--- src/rtl/cdb_arbiter.sv ---
// cdb_arbiter: round-robin grant of up to CDB_WIDTH FU writeback results per cycle onto registered CDB lanes.
module cdb_arbiter #(
  parameter int NUM_REQ   = 3,
  parameter int CDB_WIDTH = 2,
  parameter int PRF_IDX   = 6,
  parameter int ROB_IDX   = 5,
  parameter int ARF_IDX   = 5
) (
  input  logic                           clk,
  input  logic                           rst,
  input  logic                           flush,
  input  logic [NUM_REQ-1:0]             req_valid,
  output logic [NUM_REQ-1:0]             req_ready,
  input  logic [NUM_REQ*ROB_IDX-1:0]     req_rob_id,
  input  logic [NUM_REQ*ARF_IDX-1:0]     req_rd_arch,
  input  logic [NUM_REQ*PRF_IDX-1:0]     req_rd_phy,
  input  logic [NUM_REQ*32-1:0]          req_rd_value,
  output logic [CDB_WIDTH-1:0]           cdb_valid,
  output logic [CDB_WIDTH*ROB_IDX-1:0]   cdb_rob_id,
  output logic [CDB_WIDTH*ARF_IDX-1:0]   cdb_rd_arch,
  output logic [CDB_WIDTH*PRF_IDX-1:0]   cdb_rd_phy,
  output logic [CDB_WIDTH*32-1:0]        cdb_rd_value
);
  localparam int PW = NUM_REQ > 1 ? $clog2(NUM_REQ) : 1;
  localparam int LW = CDB_WIDTH > 1 ? $clog2(CDB_WIDTH) : 1;
  logic [PW-1:0] rr_ptr, nxt_ptr;
  logic [CDB_WIDTH-1:0] lane_use;
  logic [PW-1:0] lane_src [CDB_WIDTH];
  int cnt, idx;
  // Scan from rr_ptr with modulo wrap; the j-th winner lands on lane j.
  always_comb begin
    req_ready = '0;
    lane_use = '0;
    lane_src = '{default: '0};
    nxt_ptr = rr_ptr;
    cnt = 0;
    idx = 0;
    for (int k = 0; k < NUM_REQ; k++) begin
      idx = (int'(rr_ptr) + k) % NUM_REQ;
      if (!rst && !flush && req_valid[PW'(idx)] && cnt < CDB_WIDTH) begin
        req_ready[PW'(idx)] = 1'b1;
        lane_use[LW'(cnt)] = 1'b1;
        lane_src[LW'(cnt)] = PW'(idx);
        nxt_ptr = PW'((idx + 1) % NUM_REQ);
        cnt = cnt + 1;
      end
    end
  end
  // Unused lanes keep their old payload; only the valid bit drops.
  always_ff @(posedge clk) begin
    if (rst) begin
      rr_ptr <= '0;
      cdb_valid <= '0;
      cdb_rob_id <= '0;
      cdb_rd_arch <= '0;
      cdb_rd_phy <= '0;
      cdb_rd_value <= '0;
    end else begin
      rr_ptr <= nxt_ptr;
      cdb_valid <= lane_use;
      for (int k = 0; k < CDB_WIDTH; k++) begin
        if (lane_use[k]) begin
          cdb_rob_id[k*ROB_IDX +: ROB_IDX] <= req_rob_id[int'(lane_src[k])*ROB_IDX +: ROB_IDX];
          cdb_rd_arch[k*ARF_IDX +: ARF_IDX] <= req_rd_arch[int'(lane_src[k])*ARF_IDX +: ARF_IDX];
          cdb_rd_phy[k*PRF_IDX +: PRF_IDX] <= req_rd_phy[int'(lane_src[k])*PRF_IDX +: PRF_IDX];
          cdb_rd_value[k*32 +: 32] <= req_rd_value[int'(lane_src[k])*32 +: 32];
        end
      end
    end
  end
endmodule

--- config.mk ---
export PLATFORM = sky130hd
export DESIGN_NAME = cdb_arbiter
export DESIGN_NICKNAME = d
export VERILOG_FILES = /design/src/rtl/cdb_arbiter.sv
export SDC_FILE = /design/constraint.sdc
export NUM_CORES = 1
export LEC_CHECK = 0
export ABC_AREA = 1
export CAP_MARGIN = 30
export CORE_MARGIN = 10
export CORE_UTILIZATION = 39
export DETAILED_ROUTE_END_ITERATION = 10
export PLACE_DENSITY = 0.9
export SETUP_SLACK_MARGIN = 0.2
export SYNTH_ARGS = -nofsm -noshare
export SYNTH_HDL_FRONTEND = slang
export SYNTH_SLANG_ARGS = --single-unit
--- constraint.sdc ---
create_clock -name clk -period 6.1 [get_ports clk]
set_clock_uncertainty 0.05 [all_clocks]
set_input_delay 0.61 -clock clk [delete_from_list [all_inputs] [get_ports clk]]
set_output_delay 0.61 -clock clk [all_outputs]
set_load 0.005 [all_outputs]
======== After elaboration in Yosys (flattened, before gate mapping) ========
Cells that the tools add are included.
word-level totals
  register bits ........................... 100
  bits of input ports ..................... 150
  output and inout bits ................... 101
operators by class
  add/subtract/negate cells ............... 6
  $mul .................................... 4
  divide/modulo/power cells ............... 6
  magnitude comparators ................... 16
  shift-type cells ........................ 8
  mux-type cells .......................... 39
  bitwise logic cells ..................... 6
  reductions and logical operators ........ 16
operator list
  cell                                                               count
  variable part select 96 x 8 -> 32 bit                              2
  remainder unit 32 x 3 -> 32 bit, second input constant             5
  adder 32 x 2 -> 32 bit, second input constant                      4
  less-than comparator 32 x 3 -> 1 bit, second input constant        2
  variable part select 15 x 32 -> 5 bit                              2
  variable part select 18 x 6 -> 6 bit                               2
  remainder unit 3 x 3 -> 32 bit, second input constant              1
  2-to-1 mux 32 bit                                                  1
  variable part select 15 x 6 -> 5 bit                               2
  2-to-1 mux 2 bit                                                   8
  logical AND 1 bit                                                  13
  2-to-1 mux 1 bit                                                   13
  less-than comparator 2 x 4 -> 1 bit, second input constant         3
  multiplier 2 x 3 -> 5 bit, second input constant                   2
  2-to-1 mux 3 bit                                                   3
  bitwise mux 4 bit                                                  2
  multiplier 2 x 2 -> 4 bit, second input constant                   2
  2-to-1 mux 4 bit                                                   2
  binary-select mux 1 bit (select 2 bit)                             3
  demux 1 bit (select 2 bit)                                         3
  greater-or-equal comparator 2 x 1 -> 1 bit, second input constant  3
  less-than comparator 1 x 3 -> 1 bit, second input constant         2
  bitwise OR 3 bit                                                   2
  demux 2 bit (select 1 bit)                                         2
  11 further kinds                                                   17

======== Depth between registers and ports, before layout ========
Gate-level depths: netlist (run 1).
  depth after elaboration ................. 18
  gate-level depth with buffers ........... 49
  mapped depth without buffers ............ 48

======== Worst setup path before layout (run 1) ========
Ideal clock, no wire load.
  path type ............................... flip-flop to flip-flop
  from .................................... register rr_ptr[1]
  to ...................................... register rr_ptr[0]
  data arrival time ....................... 5.315 ns
  data required time ...................... 5.934 ns
  slack ................................... 0.619 ns
  cell stages (with the launch flop) ...... 45
  path buffers ............................ 1
  period minus slack after synthesis ...... 5.481 ns
  cell sequence ........................... dfxtp_1 inv_1 ha_1 nand2_1 nor2_1 nor2_4 ha_1 nor2_2 nand3_4 buf_12 inv_4 nand2_1 nand2_1 ha_1 inv_1 nor2_1 or2_1 nand2_1 (+9 left out) inv_1 ha_1 inv_1 nand3_4 nand2_2 nand2_2 ha_1 nor2_4 nand4_1 nand2_1 inv_1 ha_1 inv_1 nand3_2 nand2_1 nand2_1 o211ai_1 inv_1
between the ends
  longest elaborated chain between the ends .. 12
  elaborated cells between the ends (all ways) .. 34
ends and longest elaborated chain
  element                                                                   RTL line  text
  start, declared                                                           26        logic [PW-1:0] rr_ptr, nxt_ptr;
  start signal, assigned                                                    59        rr_ptr <= nxt_ptr;
  branches (longest 12 deep; another with remainder unit 32 x 3 -> 32 bit)  -
Several ways; the timed one is not identified. The select of a mux whose other input is x is not followed.
A chain may end at the register's enable or synchronous reset.

======== Worst setup path after layout (run 1) ========
  from .................................... input rst
  to ...................................... register rr_ptr[1]
between the ends
  longest elaborated chain between the ends .. 10
  elaborated cells between the ends (all ways) .. 15
ends and longest elaborated chain
  element                                                                  RTL line  text
  start, declared                                                          10        input logic rst,
  logical NOT 1 bit                                                        40        if (!rst && !flush && req_valid[PW'(idx)] && cnt < CDB_WIDTH) begin
  logical AND 1 bit (2 in a row)                                           40
  2-to-1 mux 1 bit                                                         40
  less-than comparator 32 x 3 -> 1 bit                                     40
  logical AND 1 bit                                                        40
  2-to-1 mux 32 bit                                                        40
  less-than comparator 32 x 3 -> 1 bit                                     40
  logical AND 1 bit                                                        40
  nonzero test 3 bit (no line) / 2-to-1 mux 2 bit (equally long branches)  -
Parallel ways exist; a longest one is shown, timed or not.

==> impl_results.md, run 1 <==
- Busiest layer in global routing: met2
- Hold wc startpoint: cdb_rd_value[6]
- Total GRT Usage: 18.3%
- Crit path time final: 5.52 ns
- RSZ-0062 raised after global routing: no
- DR iter-0 viols: 313
- Avg WL per Cell: roughly 16 um
- Yosys warns: 0
- Leakage: 2.73 nW
- Starting density of the core: 39.7%
- Root Driver: clkbuf_8
- FF-to-FF Start: rr_ptr[1]
- Slew at the pin closest to its max-slew limit: a little under 0.8 ns
- Peak supply drop: between 0.0003 and 0.0004 V
- Met1 global-route usage: 19.7%
- GP Congestion: 0.925
- Antenna-violating nets left: 0
- H-tree levels: 2
- RR Endpoint: rr_ptr[1]
- Post-synthesis compound-gate area fraction: about a quarter
- Syn Area/Cell: 6.42 um2
- P&R area growth vs syn: 49.4%
- Max incr delay on CP: 0.50 ns
- Adder-cell share of the synthesized area: 5.23%
- Vias in the first global route: 4662
- FF+latch area: ~0.0010 mm2
- Worst Hold Class: reg -> reg
- Synthesized area: 0.00431 mm2
- Post-Route WL: 16000 um
- # DRC: 0
- Worst reg-to-reg path cell count: 45
- Clk Latency, worst-skew pair: roughly 0.3 ns
- DIE WIDTH: 125 um
- Reg2Reg Setup Slack: 0.68 ns
- Worst EP required: 6.26 ns
- Final setup viols: 0
- Final hold violations: 0
- Final worst-path cycle share: 90.5%
- Total grt overflow: 0
- Total CTS buffers: 5
- Worst rel slew slack: 47.8%
- Final HPWL DP: 12500 um
- Layout Nets: 1021
- Dpl ws: -0.0472 ns
- Fmax: 0.181 GHz
- Share of layout cells above drive strength 1: 11.0%
- Largest net degree at the start of global routing: 63
- Area occupied by multi-input gates: 0.00285 mm2
- Crit path DAT: 5.68 ns
- Clock sink total: 51
- Max-Cap Viols: 0
- # placed instances: 981
- Die Ht: 125 um
- Pwr dens: 480 mW/mm2
- CP max FO: 6
- Grt met3 use: 7.73%
- Drt pass-1 iters: 5
- First-pass GRT wire length: 24200 um
- Critical Path Source Type: input port
- Final worst slack: 0.581 ns
- Initial antenna violation count: 0
- Via Count: 4931
- Hold Path Stages: 2
- Worst Hold End: cdb_rd_value[6]
- Via/cell ratio: 4.96
- Simple-gate share of the synthesized area: 27.7%
- Core area: around 0.011 mm2
- Largest family of logic cells by synthesized area: simple AND/OR/NAND/NOR gates
- Status: finished, final reports clean
- Kind of end point of the critical path: register
- CTS tree: built
- Ant diodes: 0
- Yosys cell types: 34
- CP top delay family: simple AND/OR/NAND/NOR gates
- Mapped Cells: 671
- Longest Clk Path Bufs: 2
- GR Util met2: 32.0%
- Critical path class: in -> reg
- CP dominant cell by count: nand2_1
- Cell Rows: 38
- Fill cell count: 1003
- Layout Cells excl Fill: 994
- Sequential fraction of the synthesis area: 23.7%
- Post-synthesis xor/xnor area fraction: 0.610%
- I/O Pins: 251
- Die Area: roughly 0.016 mm2
- Mux cell area share after synthesis: 0%
- IO Port Bufs: 201
- Sum of buffers and inverters on the critical path: 10
- Crit path max-delay cell type: clkdlybuf4s50_1
- Max Slew Vio Count: 0
- Worst-path clk slew: 0.10 ns
- # hold bufs at CTS: 0
- Synthesized flop and latch total: 51
==> worst register-to-register path, delay by kind of cell, from the launching register on <==
kind	cells	cell delay [ns]
and+or+nand+nor	29	2.63
buffers and inverters	9	0.65
AOI/OAI and AO/OA	1	0.18
DFF	1	0.41
adders and majority gates	6	1.41
==> how the worst max path moves through the flow <==
| stage | startpoint | end | slack [ns] | depth (start not counted) |
|---|---|---|---|---|
| final | rst | rr_ptr[1] | 0.58 | 44 |
| after global routing | rst | rr_ptr[1] | 0.15 | 46 |
| after CTS | rr_ptr[1] | rr_ptr[1] | 0.21 | 46 |
| after detailed placement | rst | rr_ptr[1] | -0.05 | 44 |
| after global placement | rst | rr_ptr[1] | 0.19 | 44 |
| after floorplan | rr_ptr[1] | rr_ptr[0] | 0.62 | 44 |
==> Yosys cell counts <==
cell type    n  area share (%)
nand2_4      2            0.52
nand3_4      3             1.2
clkbuf_1    35             3.1
o21ai_2      4            0.81
dfxtp_1     51              24
nor2_4       3            0.78
xor2_1       2            0.41
nand3_2      9             2.1
o21ai_1      2            0.23
xnor2_1      1            0.20
o21bai_4     1            0.44
nand3b_1     1            0.17
nor3_1       1            0.12
nand2_1     71             6.2
buf_4       49             8.5
inv_2        7            0.61
nand4_1     10             1.5
conb_1       1           0.087
o211ai_1     3            0.52
inv_4        1            0.15
a21oi_1     91              11
o221ai_1     1            0.20
nor2_2       4            0.58
o21ai_0    100              12
nor2_1     106             9.2
nand3_1     21             2.4
ha_1        18             5.2
buf_12       1            0.46
inv_1       41             3.6
buf_6        1            0.26
o21bai_1     5            0.87
or2_1        1            0.15
nand2_2     19             2.8
a31oi_1      5            0.73
==> metal layers <==
metal,vias up,wire length [um]
li1,2486,-
met1,2209,6140
met2,210,7840
met3,26,1620
met4,0,418
met5,-,0
==> layout by cell type, fill, tap and decap left out, types with 2 or more instances in the layout <==
cell type	instances
a21oi_1	91
nand2_1	68
o21bai_1	5
xor2_1	2
clkbuf_8	6
nand3_4	4
nor2_1	104
o21ai_0	99
nor2_4	5
inv_4	2
conb_1	49
buf_4	10
o21ai_1	2
nand4_1	10
dfxtp_1	49
ha_4	2
nand3_2	9
nand3_1	21
nand2_2	22
inv_2	12
nor2_2	4
o211ai_1	3
ha_2	4
inv_1	35
ha_1	12
o21ai_2	4
a31oi_1	4
clkdlybuf4s50_1	201
nand2_4	2
==> what timing repair did <==
action | in CTS | in global routing
pin swaps | 0 | 7
setup endpoints to repair | 2 | 2
cloned | 0 | 1
gates resized for setup | 5 | 21
buffers inserted | 0 | 4
==> state kept, by name, indices dropped and copies added (netlist names) <==
name,flops
cdb_rd_arch,5
cdb_rd_value,32
rr_ptr,2
cdb_valid,1
cdb_rob_id,5
cdb_rd_phy,6
==> cells by family after synthesis <==
kind of cell	Yosys count
AO/OA/AOI/OAI	212
XOR/XNOR	3
adder cells (fa/ha/maj)	18
flip-flops	51
other	1
buffers and inverters	135
AND/OR/NAND/NOR	251
==> metrics by stage <==
step / hold WS, ns / area (um2) / total power, W / utilization, % / TNS [ns]
6_report: 0.503 / 6430 / 0.00309 / 59.4 / 0
4_1_cts: 0.501 / 6320 / 0.00303 / 58.3 / 0
2_1_floorplan: 0.479 / 4490 / 0.00210 / - / 0
3_3_place_gp: 0.471 / 6210 / 0.00275 / 57.3 / 0
3_5_place_dp: 0.476 / 6210 / 0.00279 / 57.3 / -0.0652
5_1_grt: 0.529 / 6430 / 0.00341 / 59.4 / 0
==> power by group <==
group	internal, W	switching, W	leakage (nW)	total, W
Sequential	0.000472	0.0000746	0.423	0.000547
Combinational	0.000954	0.00138	2.26	0.00233
Clock	0.0000932	0.000121	0.0516	0.000215
Total	0.00152	0.00157	2.73	0.00309
==> area by class of cell <==
class                           count  share of cell area [%]
Timing Repair Buffer              212                    32.6
Clock inverter                      2                   0.214
Clock buffer                        6                    1.28
Tap cell                          140                    2.72
Multi-Input combinational cell    534                    44.3
Sequential cell                    51                    15.9
Inverter                           49                    2.94
(Power assumes the default switching activity.)
==> inputs of run 2 (changes only) <==
- ABC_AREA: 1 -> 0
==> impl_results.md, run 2 <==
- Post-Route WL: 17000 um (was 16000 um)
- Max Slew Vio Count: 0 (unchanged)
- GP Congestion: 0.958 (was 0.925)
- # DRC: 0 (unchanged)
- Yosys cell types: 66 (was 34)
- Sequential fraction of the synthesis area: 23.4% (was 23.7%)
- Critical path class: in -> reg (unchanged)
- Avg WL per Cell: 17.2 um (was 16.1 um)
- Via Count: 5114 (was 4931)
- CP startpoint: req_valid[1] (was rst)
- Total grt overflow: 0 (unchanged)
- Initial antenna violation count: 0 (unchanged)
- Core area: 0.0109 mm2 (was 0.0108 mm2)
- CTS tree: built (unchanged)
- Synth cell count leaders: nand2_1, a21oi_1, nor2_1, dfxtp_1, buf_4 (was nor2_1, o21ai_0, a21oi_1, nand2_1, dfxtp_1)
- Synth async-reset ratio: 0% (unchanged)
- Largest net degree at the start of global routing: 62 (was 63)
- P&R area growth vs syn: 59.9% (was 49.4%)
- Fmax: 0.168 GHz (was 0.181 GHz)
- First-pass GRT wire length: 26600 um (was 24200 um)
- Critical Path Source Type: input port (unchanged)
- Crit path to: rr_ptr[1] (unchanged)
- Post-synth EDFFs: 0 (unchanged)
- Reg2Reg Setup Slack: 0.16 ns (was 0.68 ns)
- Layout Nets: 1019 (was 1021)
- Most frequent cell after synthesis: nand2_1 (was nor2_1)
- Total GRT Usage: 19.9% (was 18.3%)
- Top Registers: cdb_rd_value: 32 flops, cdb_rd_phy: 6 flops (unchanged)
- Clock sink total: 51 (unchanged)
- Worst Hold Class: reg -> reg (unchanged)
- Final hold slack: 0.450 ns (was 0.503 ns)
- Final HPWL DP: 13400 um (was 12500 um)
- FF-to-FF Start: rr_ptr[0] (was rr_ptr[1])
- FF+latch area: 0.00103 mm2 (about the same)
- IO Port Bufs: 201 (unchanged)
- Most common cell after layout, fill and taps aside: clkdlybuf4s50_1 (unchanged)
- Starting density of the core: 40.0% (was 39.7%)
- DR iter-0 viols: 385 (was 313)
- Status: finished, final reports clean (unchanged)
- Worst rel slew slack: 36.3% (was 47.8%)
- Mapped Cells: 622 (was 671)
- Crit path time final: 5.96 ns (was 5.52 ns)
- RSZ-0062 raised after global routing: yes (was no)
- RR Endpoint: rr_ptr[1] (unchanged)
- Final worst-path cycle share: 97.7% (was 90.5%)
- # hold bufs at CTS: 0 (unchanged)
- Kind of end point of the critical path: register (unchanged)
- Antenna-violating nets left: 0 (unchanged)
- Max reg flops: 32 (unchanged)
- Post-synth top area share: 23.4% (was 23.7%)
- Ant diodes: 0 (unchanged)
- Cell Rows: 38 (unchanged)
- Vias in the first global route: 5107 (was 4662)
- Yosys warns: 0 (unchanged)
- DIE WIDTH: 126 um (was 125 um)
- Share of layout cells above drive strength 1: 14.2% (was 11.0%)
- Root Driver: clkbuf_8 (unchanged)
- Die Area: 0.0158 mm2 (was 0.0156 mm2)
- Worst-path clk slew: 0.10 ns (about the same)
- Slew at the pin closest to its max-slew limit: 0.955 ns (was 0.781 ns)
- Reg with most FFs: cdb_rd_value (unchanged)
- Total CTS buffers: 5 (unchanged)
- Synthesized flop and latch total: 51 (unchanged)
- Longest Clk Path Bufs: 2 (unchanged)
- Pwr dens: 336 mW/mm2 (was 480 mW/mm2)
- H-tree levels: 2 (unchanged)
- Dpl ws: -0.446 ns (was -0.0472 ns)
- Clk Latency, worst-skew pair: 0.30 ns (about the same)
- Worst EP required: 6.25 ns (was 6.26 ns)
- Final worst slack: 0.138 ns (was 0.581 ns)
- Synth Flop Type: dfxtp_1 (unchanged)
- Area leader, netlist: dfxtp_1 (unchanged)
- Synthesized area: 0.00436 mm2 (was 0.00431 mm2)
- Peak supply drop: 0.000167 V (was 0.000315 V)
- Leakage: 2.82 nW (was 2.73 nW)
- CP max FO: 7 (was 6)
- Area occupied by multi-input gates: 0.00310 mm2 (was 0.00285 mm2)
- Final setup viols: 0 (unchanged)
- Fill cell count: 934 (was 1003)
- Area contributors post-synth: dfxtp_1, a21oi_1, nand2_1, buf_4, a211oi_1 (was dfxtp_1, o21ai_0, a21oi_1, nor2_1, buf_4)
- Crit path DAT: 6.11 ns (was 5.68 ns)
- Commonest non-fill, non-tap cells in the layout: clkdlybuf4s50_1, nand2_1, a21oi_1 (was clkdlybuf4s50_1, nor2_1, o21ai_0)
- Via/cell ratio: 5.16 (was 4.96)
- Max-Cap Viols: 0 (unchanged)
- Drt pass-1 iters: 6 (was 5)
- I/O Pins: 251 (unchanged)
- Syn Area/Cell: 7.01 um2 (was 6.42 um2)
- Die Ht: 126 um (was 125 um)
- Final hold violations: 0 (unchanged)
- Worst reg-to-reg path cell count: 29 (was 45)
==> run 2: changes by cell type after synthesis, moves of 19 or more <==
| cell | delta |
|---|---|
| o21ai_0 | -87 |
| a211oi_1 | +49 |
| nand2_1 | +45 |
| nor2_1 | -41 |
| inv_1 | -25 |
| nand2_2 | -19 |
==> run 2: cell families after synthesis <==
family	count (synthesis)	share of synthesized area, %
DFF	51	23.4
AOI/OAI and AO/OA	209	31.9
other	1	0.0860
buffers and inverters	107	13.8
muxes	11	2.64
adders and majority gates	18	5.17
xor gates and xnor gates	12	2.41
and+or+nand+nor	213	20.5
==> run 2: layout make-up <==
type	instances	area share, %
Inverter	17	1.09
Clock inverter	1	0.126
Clock buffer	6	1.18
Sequential cell	51	14.8
Timing Repair Buffer	264	35.9
Multi-Input combinational cell	512	44.4
Tap cell	140	2.51
==> run 2: worst max-delay path, stage by stage <==
cell and delay (ns):
clkdlybuf4s50_1 0.50, nand2b_1 0.12, a221oi_4 0.32, ha_2 0.24
nor3_4 0.05, o21ai_4 0.08, o221a_4 0.21, or2_4 0.13
inv_4 0.04, ha_4 0.17, a2111oi_2 0.37, nor2_1 0.14
a41o_1 0.30, xor2_2 0.19, mux2_4 0.34, ha_4 0.17
a221oi_4 0.21, xnor2_1 0.12, ha_2 0.20, nor2_1 0.07
or4bb_1 0.41, o21ai_2 0.09, xnor2_1 0.09, ha_2 0.19
a221oi_2 0.18, o211a_1 0.24, nor3b_2 0.06, a311o_1 0.27
==> run 2: timing repair <==
action                                  CTS  global route
resized for setup                         9             2
gates cloned                              0             0
setup buffers                             5             0
endpoints found under the setup margin    2             2
pin swaps                                10             0
==> run 2: worst min path at each step <==
stage / start / endpoint / depth (start not counted) / slack, ns
floorplan: cdb_rd_arch[0] / cdb_rd_arch[0] / 2 / 0.44
finish: cdb_rd_value[13] / cdb_rd_value[13] / 2 / 0.45
global placement: cdb_rob_id[2] / cdb_rob_id[2] / 2 / 0.44
CTS: cdb_rd_value[12] / cdb_rd_value[12] / 2 / 0.45
detailed placement: cdb_rd_value[30] / cdb_rd_value[30] / 2 / 0.44
global route: cdb_rob_id[4] / cdb_rob_id[4] / 2 / 0.47
==> run 2: routing by layer <==
| metal | share of wire, % | vias up | global-route usage, % |
|---|---|---|---|
| met5 | 0 | - | 0 |
| met4 | 1.5 | 0 | 3.95 |
| met3 | 9.0 | 22 | 7.55 |
| met2 | 51 | 220 | 36.6 |
| met1 | 39 | 2336 | 21.2 |
| li1 | - | 2536 | - |
==> run 2: per-stage QoR <==
stage	instances	total power [W]	cell area, um2	util (%)	setup TNS [ns]
6_report	991	0.00234	6970	64.0	0
5_1_grt	991	0.00255	6970	64.0	-0.286
4_1_cts	991	0.00236	6960	64.0	0
3_5_place_dp	979	0.00211	6820	62.7	-0.833
3_3_place_gp	978	0.00207	6800	62.5	-0.609
2_1_floorplan	670	0.00146	4700	-	-0.660
==> run 2: power by group <==
part / switching, W / total, W / internal [W]
combinational: 0.000809 / 0.00162 / 0.000810
sequential: 0.0000622 / 0.000513 / 0.000451
clock: 0.000119 / 0.000211 / 0.0000917
